$ cat src/rtl/spi_frame_rx.sv
// spi_frame_rx: SPI mode-0 slave receiver for 16-bit register-write frames.
// Frame layout (MSB first): bit 15 R/W (1 = write), bits 14:8 address, bits 7:0 data.
// All SPI pins are synchronised into the clk domain and edge-detected there.
module spi_frame_rx #(
    parameter int unsigned SYNC_STAGES = 2,
    parameter logic [6:0]  MAX_ADDR    = 7'h04
) (
    input  logic       clk,
    input  logic       rst,
    input  logic       sclk,
    input  logic       ncs,
    input  logic       sdi,
    output logic       wr_valid,
    output logic [6:0] wr_addr,
    output logic [7:0] wr_data,
    output logic       frame_err,
    output logic       busy
);

    localparam logic [1:0] IDLE  = 2'd0;
    localparam logic [1:0] SHIFT = 2'd1;
    localparam logic [1:0] DONE  = 2'd2;

    localparam logic [4:0] FRAME_BITS = 5'd16;
    localparam logic [4:0] CNT_SAT    = 5'd17;

    logic [SYNC_STAGES-1:0] sclk_sync;
    logic [SYNC_STAGES-1:0] ncs_sync;
    logic [SYNC_STAGES-1:0] sdi_sync;
    logic                   sclk_hist;
    logic                   ncs_hist;
    logic [SYNC_STAGES:0]   fill;
    logic                   armed;

    logic                   sclk_s;
    logic                   ncs_s;
    logic                   sdi_s;
    logic                   sclk_rise;
    logic                   ncs_fall;
    logic                   ncs_rise;
    logic                   settled;

    logic [1:0]             state;
    logic [15:0]            shift_q;
    logic [4:0]             bit_cnt;

    logic                   frame_full;
    logic                   frame_wr;
    logic                   addr_ok;

    assign sclk_s    = sclk_sync[SYNC_STAGES-1];
    assign ncs_s     = ncs_sync[SYNC_STAGES-1];
    assign sdi_s     = sdi_sync[SYNC_STAGES-1];
    assign sclk_rise = sclk_s & ~sclk_hist;
    assign ncs_fall  = ~ncs_s & ncs_hist;
    assign ncs_rise  = ncs_s & ~ncs_hist;
    assign settled   = fill[SYNC_STAGES];

    assign frame_full = (bit_cnt == FRAME_BITS);
    assign frame_wr   = shift_q[15];
    assign addr_ok    = (shift_q[14:8] <= MAX_ADDR);

    assign busy = (state != IDLE);

    // Synchronise SPI pins; ncs idles high so its chain and history reset to 1.
    always_ff @(posedge clk or posedge rst) begin
        if (rst) begin
            sclk_sync <= '0;
            ncs_sync  <= '1;
            sdi_sync  <= '0;
            sclk_hist <= 1'b0;
            ncs_hist  <= 1'b1;
        end else begin
            sclk_sync <= {sclk_sync[SYNC_STAGES-2:0], sclk};
            ncs_sync  <= {ncs_sync[SYNC_STAGES-2:0], ncs};
            sdi_sync  <= {sdi_sync[SYNC_STAGES-2:0], sdi};
            sclk_hist <= sclk_s;
            ncs_hist  <= ncs_s;
        end
    end

    // Arm frame start only after the synchronizer holds real samples and ncs has
    // been seen high; otherwise ncs held low across reset would look like a fall.
    always_ff @(posedge clk or posedge rst) begin
        if (rst) begin
            fill  <= '0;
            armed <= 1'b0;
        end else begin
            fill <= {fill[SYNC_STAGES-1:0], 1'b1};
            if (settled && ncs_s) begin
                armed <= 1'b1;
            end
        end
    end

    // Frame FSM, shift register, bit counter and commit/reject strobes.
    always_ff @(posedge clk or posedge rst) begin
        if (rst) begin
            state     <= IDLE;
            shift_q   <= '0;
            bit_cnt   <= '0;
            wr_valid  <= 1'b0;
            frame_err <= 1'b0;
            wr_addr   <= '0;
            wr_data   <= '0;
        end else begin
            wr_valid  <= 1'b0;
            frame_err <= 1'b0;
            case (state)
                IDLE: begin
                    if (ncs_fall && armed) begin
                        state   <= SHIFT;
                        shift_q <= '0;
                        bit_cnt <= '0;
                    end
                end
                SHIFT: begin
                    if (ncs_rise) begin
                        // Strobes are registered on the edge entering DONE so they
                        // are high exactly while the FSM sits in DONE.
                        state <= DONE;
                        if (frame_full && frame_wr && addr_ok) begin
                            wr_valid <= 1'b1;
                            wr_addr  <= shift_q[14:8];
                            wr_data  <= shift_q[7:0];
                        end else if (!(frame_full && !frame_wr)) begin
                            frame_err <= 1'b1;
                        end
                    end else if (sclk_rise && !ncs_s) begin
                        shift_q <= {shift_q[14:0], sdi_s};
                        if (bit_cnt != CNT_SAT) begin
                            bit_cnt <= bit_cnt + 5'd1;
                        end
                    end
                end
                DONE: begin
                    state <= IDLE;
                end
                default: begin
                    state <= IDLE;
                end
            endcase
        end
    end

endmodule

$ cat config.mk
export PLATFORM = sky130hd
export DESIGN_NAME = spi_frame_rx
export DESIGN_NICKNAME = d
export VERILOG_FILES = /design/src/rtl/spi_frame_rx.sv
export SDC_FILE = /design/constraint.sdc
export NUM_CORES = 1
export LEC_CHECK = 0
export CAP_MARGIN = 0
export CORE_ASPECT_RATIO = 1.25
export CORE_MARGIN = 1
export CORE_UTILIZATION = 40
export CTS_CLUSTER_DIAMETER = 120
export DETAILED_ROUTE_END_ITERATION = 6
export GPL_TIMING_DRIVEN = 0
export PLACE_DENSITY_LB_ADDON = 0.12
export SYNTH_ARGS = -nofsm -noshare
export SYNTH_HDL_FRONTEND = slang
export SYNTH_SLANG_ARGS = --single-unit
export TNS_END_PERCENT = 1
$ cat constraint.sdc
create_clock -name clk -period 4.8 [get_ports clk]
set_input_delay 1.44 -clock clk [delete_from_list [all_inputs] [get_ports clk]]
set_output_delay 1.44 -clock clk [all_outputs]
set_load 0.01 [all_outputs]
# ---- Word level (Yosys, flattened, before mapping)
# Index checks and enable logic that the tools add are counted.
dict set report word_totals {
  in_bits 5
  output_inout_bits 18
  wordCells 64
  reg_bits 52
}
dict set report classes {
  addsub 1
  n_reduce_logical 15
  n_bitwise 6
  eq_ne 8
  n_lt_le_gt_ge 1
  n_mux 19
}
# op count
set op_table {}
lappend op_table {{16-bit 2-to-1 mux} 3}
lappend op_table {{16-bit case mux with 2 select lines} 1}
lappend op_table {{5-bit 2-to-1 mux} 4}
lappend op_table {{2-bit != test, second input constant} 5}
lappend op_table {{5-bit case mux with 2 select lines} 1}
lappend op_table {{7-bit by 3-bit less-or-equal comparator with 1-bit output, second input constant} 1}
lappend op_table {{1-bit 2-to-1 mux} 7}
lappend op_table {{1-bit logical AND} 6}
lappend op_table {{5-bit by 1-bit adder with 5-bit output, second input constant} 1}
lappend op_table {{5-bit equality test, second input constant} 1}
lappend op_table {{5-bit != test, second input constant} 1}
lappend op_table {{5-bit AND reduction} 1}
lappend op_table {{2-bit 2-to-1 mux} 2}
lappend op_table {{2-bit case mux with 2 select lines} 1}
lappend op_table {{4-bit AND reduction} 1}
lappend op_table {{2-bit nonzero test} 2}
lappend op_table {{1-bit AND} 3}
lappend op_table {{1-bit NOT} 3}
lappend op_table {{3-bit AND reduction} 1}
lappend op_table {{2-bit by 1-bit equality test with 1-bit output, second input constant} 1}
lappend op_table {{1-bit logical NOT} 2}
lappend op_table {{2-bit logical NOT} 1}
lappend op_table {{2-bit AND reduction} 1}

# ---- Longest topological paths before layout
dict set report logic_depth {
  depth_word 6
  ltp_mapped 6
  depth_no_buf 5
}

# ---- Least setup slack after synthesis
# Ideal clock, no wire load.
dict set report synth_path {
  path_type {reg2out}
  from {register state[1]}
  to {output port busy}
  t_required_ps 3360
  arrival_ps 705
  path_buffers 0
  path_slack_ps 2655
  stages_incl_launch_ff 2
  cell_sequence {dfrtp_1 -> or2_2}
}
dict set report synth_between {
  elab_chain_len 1
}
# element line_no
set synth_lines {}
lappend synth_lines {{start, declared} 43} ;# logic [1:0] state;
lappend synth_lines {{start signal, assigned} 99} ;# state <= IDLE;
lappend synth_lines {{start signal, assigned} 112} ;# state <= SHIFT;
lappend synth_lines {{start signal, assigned} 121} ;# state <= DONE;
lappend synth_lines {{2-bit nonzero test} 63} ;# assign busy = (state != IDLE);
lappend synth_lines {{end, declared} 17} ;# output logic busy
# Every way passes these cells.

# ---- Worst setup path after layout
# Same ends and word-level chain as after synthesis.

==> impl_metrics.env <==
export IMPL_gr_usage_all_layers=0.150
export IMPL_report_power_total_mw=0.848
export IMPL_synth_area_um2=1950
export IMPL_start_util=0.415
export IMPL_fin_skew_ns=0.00462
export IMPL_numCtsBuffers=5
export IMPL_die_x_um=64.4
export IMPL_cap_violations=0
export IMPL_r2r_setup_slack_ns=2.83
export IMPL_die_y_um=80.1
export IMPL_ctsHoldBuffers=0
export IMPL_p_leak_nw=1.13
export IMPL_hp_start="fill[0]"
export IMPL_ys_types=32
export IMPL_ios=23
export IMPL_overflow=0
export IMPL_drv_slew=0
export IMPL_r2r_start="ncs_sync[1]"
export IMPL_path_class="register to primary output"
export IMPL_synthAdderAreaFrac=0.0193
export IMPL_end_kind="primary output"
export IMPL_ant_nets=0
export IMPL_ir_drop_v=0.000204
export IMPL_finalNetCount=171
export IMPL_ys_seq_elements=52
export IMPL_grt_max_degree=37
export IMPL_dieArea_um2=5160
export IMPL_cts_path_max_buffers=2
export IMPL_hpwlAfterDp_mm=2.23
export IMPL_rsz0062_at_grt="no"
export IMPL_r2r_end="wr_data[4]"
export IMPL_seq_area_frac_synth=0.669
export IMPL_num_antenna_cells=0
export IMPL_area_growth_synth_to_final_pct=21.9
export IMPL_cts_root_buf="clkbuf_8"
export IMPL_synthMuxAreaShare=0.0841
export IMPL_synth_xor_area_frac=0.00899
export IMPL_drt_iter0_markers=19
export IMPL_core_um2=4690
export IMPL_clkLatencyLatePin_ns=0.30
export IMPL_cts_tree="done"
export IMPL_layout_min_cycle_time_ns=2.97
export IMPL_routed_wl_mm=3.25
export IMPL_cts_sinks=52
export IMPL_synth_warning_count=0
export IMPL_syn_nets=141
export IMPL_drive_gt1_frac=0.195
export IMPL_grt_pass1_wl_mm=5.73
export IMPL_drc_errors=0
export IMPL_synth_top_family_by_area="simple AND/OR/NAND/NOR gates"
export IMPL_crit_fanout=3
export IMPL_antenna_found_initial=0
export IMPL_portBuffers=22
export IMPL_critical_path_required_ns=3.36
export IMPL_synthCells=133
export IMPL_cp_start_kind="register"
export IMPL_num_vias=1131
export IMPL_final_common_cell="dfrtp_1"
export IMPL_tns_ns=0
export IMPL_powerDensity_nw_per_um2=357
export IMPL_arrival_ns=1.53
export IMPL_ctsResizeCount=0
export IMPL_status="finished clean"
export IMPL_synth_area_leaders="dfrtp_1, a22o_1, dfstp_2"
export IMPL_rows=28
export IMPL_fmax_mhz=336
export IMPL_synth_avg_cell_area_um2=14.7
export IMPL_synth_top_area_frac=0.629
export IMPL_cp_startpoint="state[1]"
export IMPL_first_pass_iters=4
export IMPL_hold_depth=0
export IMPL_synth_simple_area_share=0.0969
export IMPL_clk_pin_slew_ns=0.09
export IMPL_synth_compound_area_frac=0.0950
export IMPL_r2r_cells=5
export IMPL_hold_class="register to register"
export IMPL_period_share=0.619
export IMPL_gp_congestion=0.752
export IMPL_grt_pass1_vias=1170
export IMPL_wire_per_inst_um=14.5
export IMPL_min_to="fill[1]"
export IMPL_setup_viol=0
export IMPL_vias_per_cell=5.05
export IMPL_layout_common_cells="dfrtp_1, clkdlybuf4s50_1, a22o_1"
export IMPL_final_hold_violation_count=0
export IMPL_post_cts_buffers=0
export IMPL_htreeDepth=2
export IMPL_synth_area_leader_cell="dfrtp_1"
==> critical path: stages, from the launching register on <==
cell and delay (ns):
dfrtp_1 0.39, or2_2 0.35, clkdlybuf4s50_1 0.49
==> layout make-up <==
type / count / area, um^2
Buffer: 4 / 28.8
Clock buffer: 5 / 68.8
Clock inverter: 3 / 42.5
Fill cell: 417 / 2320
Inverter: 5 / 18.8
Multi-Input combinational cell: 72 / 597
Sequential cell: 52 / 1310
Tap cell: 60 / 75.1
Timing Repair Buffer: 23 / 240
==> worst max path at each step <==
stage | slack, ns | end | cells after the start
after floorplan | 2.11 | armed | 1
after global placement | 1.20 | wr_addr[2] | 2
after detailed placement | 2.15 | busy | 2
after CTS | 1.81 | busy | 2
after global routing | 1.76 | busy | 2
final | 1.83 | busy | 2
==> through the flow <==
step / setup WS, ns / hold slack, ns / std cells / area [um^2] / utilization
detailed placement: 2.15 / 0.336 / 216 / 2260 / 0.482
global placement: 1.20 / 0.335 / 215 / 2240 / 0.478
CTS: 1.81 / 0.357 / 224 / 2380 / 0.506
floorplan: 2.11 / 0.331 / 133 / 1950 / -
global route: 1.76 / 0.367 / 224 / 2380 / 0.506
finish: 1.83 / 0.353 / 224 / 2380 / 0.506
==> synthesized netlist by cell type <==
cell type / instances
a21o_1: 1
a21oi_1: 1
a22o_1: 16
a311o_1: 1
and3_1: 3
and4_1: 1
buf_2: 2
buf_8: 1
clkbuf_1: 1
conb_1: 1
dfrtp_1: 49
dfstp_2: 3
ha_1: 3
inv_1: 5
mux2_2: 7
mux2_4: 5
mux2i_1: 1
nand2_1: 4
nand2b_1: 1
nand3_1: 3
nand4_1: 1
nor2_1: 6
nor2b_1: 6
nor3_4: 2
nor3b_1: 1
nor4_2: 1
o21ai_0: 2
o21ai_1: 1
o21bai_1: 1
or2_2: 1
xnor2_1: 1
xor2_1: 1
==> kinds of logic after synthesis <==
group,count (synthesis)
flip-flops,52
AND/OR/NAND/NOR,30
AO/OA/AOI/OAI,23
multiplexers,13
buffers and inverters,9
adder cells (fa/ha/maj),3
XOR/XNOR,2
other,1
==> registers in the layout (all words and copies together) (netlist names), 2 cells and up <==
signal	count
wr_addr	7
state	2
fill	3
bit_cnt	5
wr_data	8
sdi_sync	2
ncs_sync	2
sclk_sync	2
shift_q	16
==> per-layer routing <==
layer / global-route usage / up-vias / share of wire
met5: 0 / - / 0
met4: 0.0800 / 0 / 0.022
met3: 0.0469 / 5 / 0.035
met2: 0.239 / 22 / 0.51
met1: 0.181 / 581 / 0.44
li1: - / 523 / -
==> power breakdown <==
part | leakage (nW) | switching [mW] | internal [mW]
Sequential | 0.688 | 0.0159 | 0.458
Clock | 0.0541 | 0.138 | 0.154
Combinational | 0.388 | 0.0476 | 0.0341
Total | 1.13 | 0.202 | 0.646
Note: power is estimated with default switching activity, not from simulation.
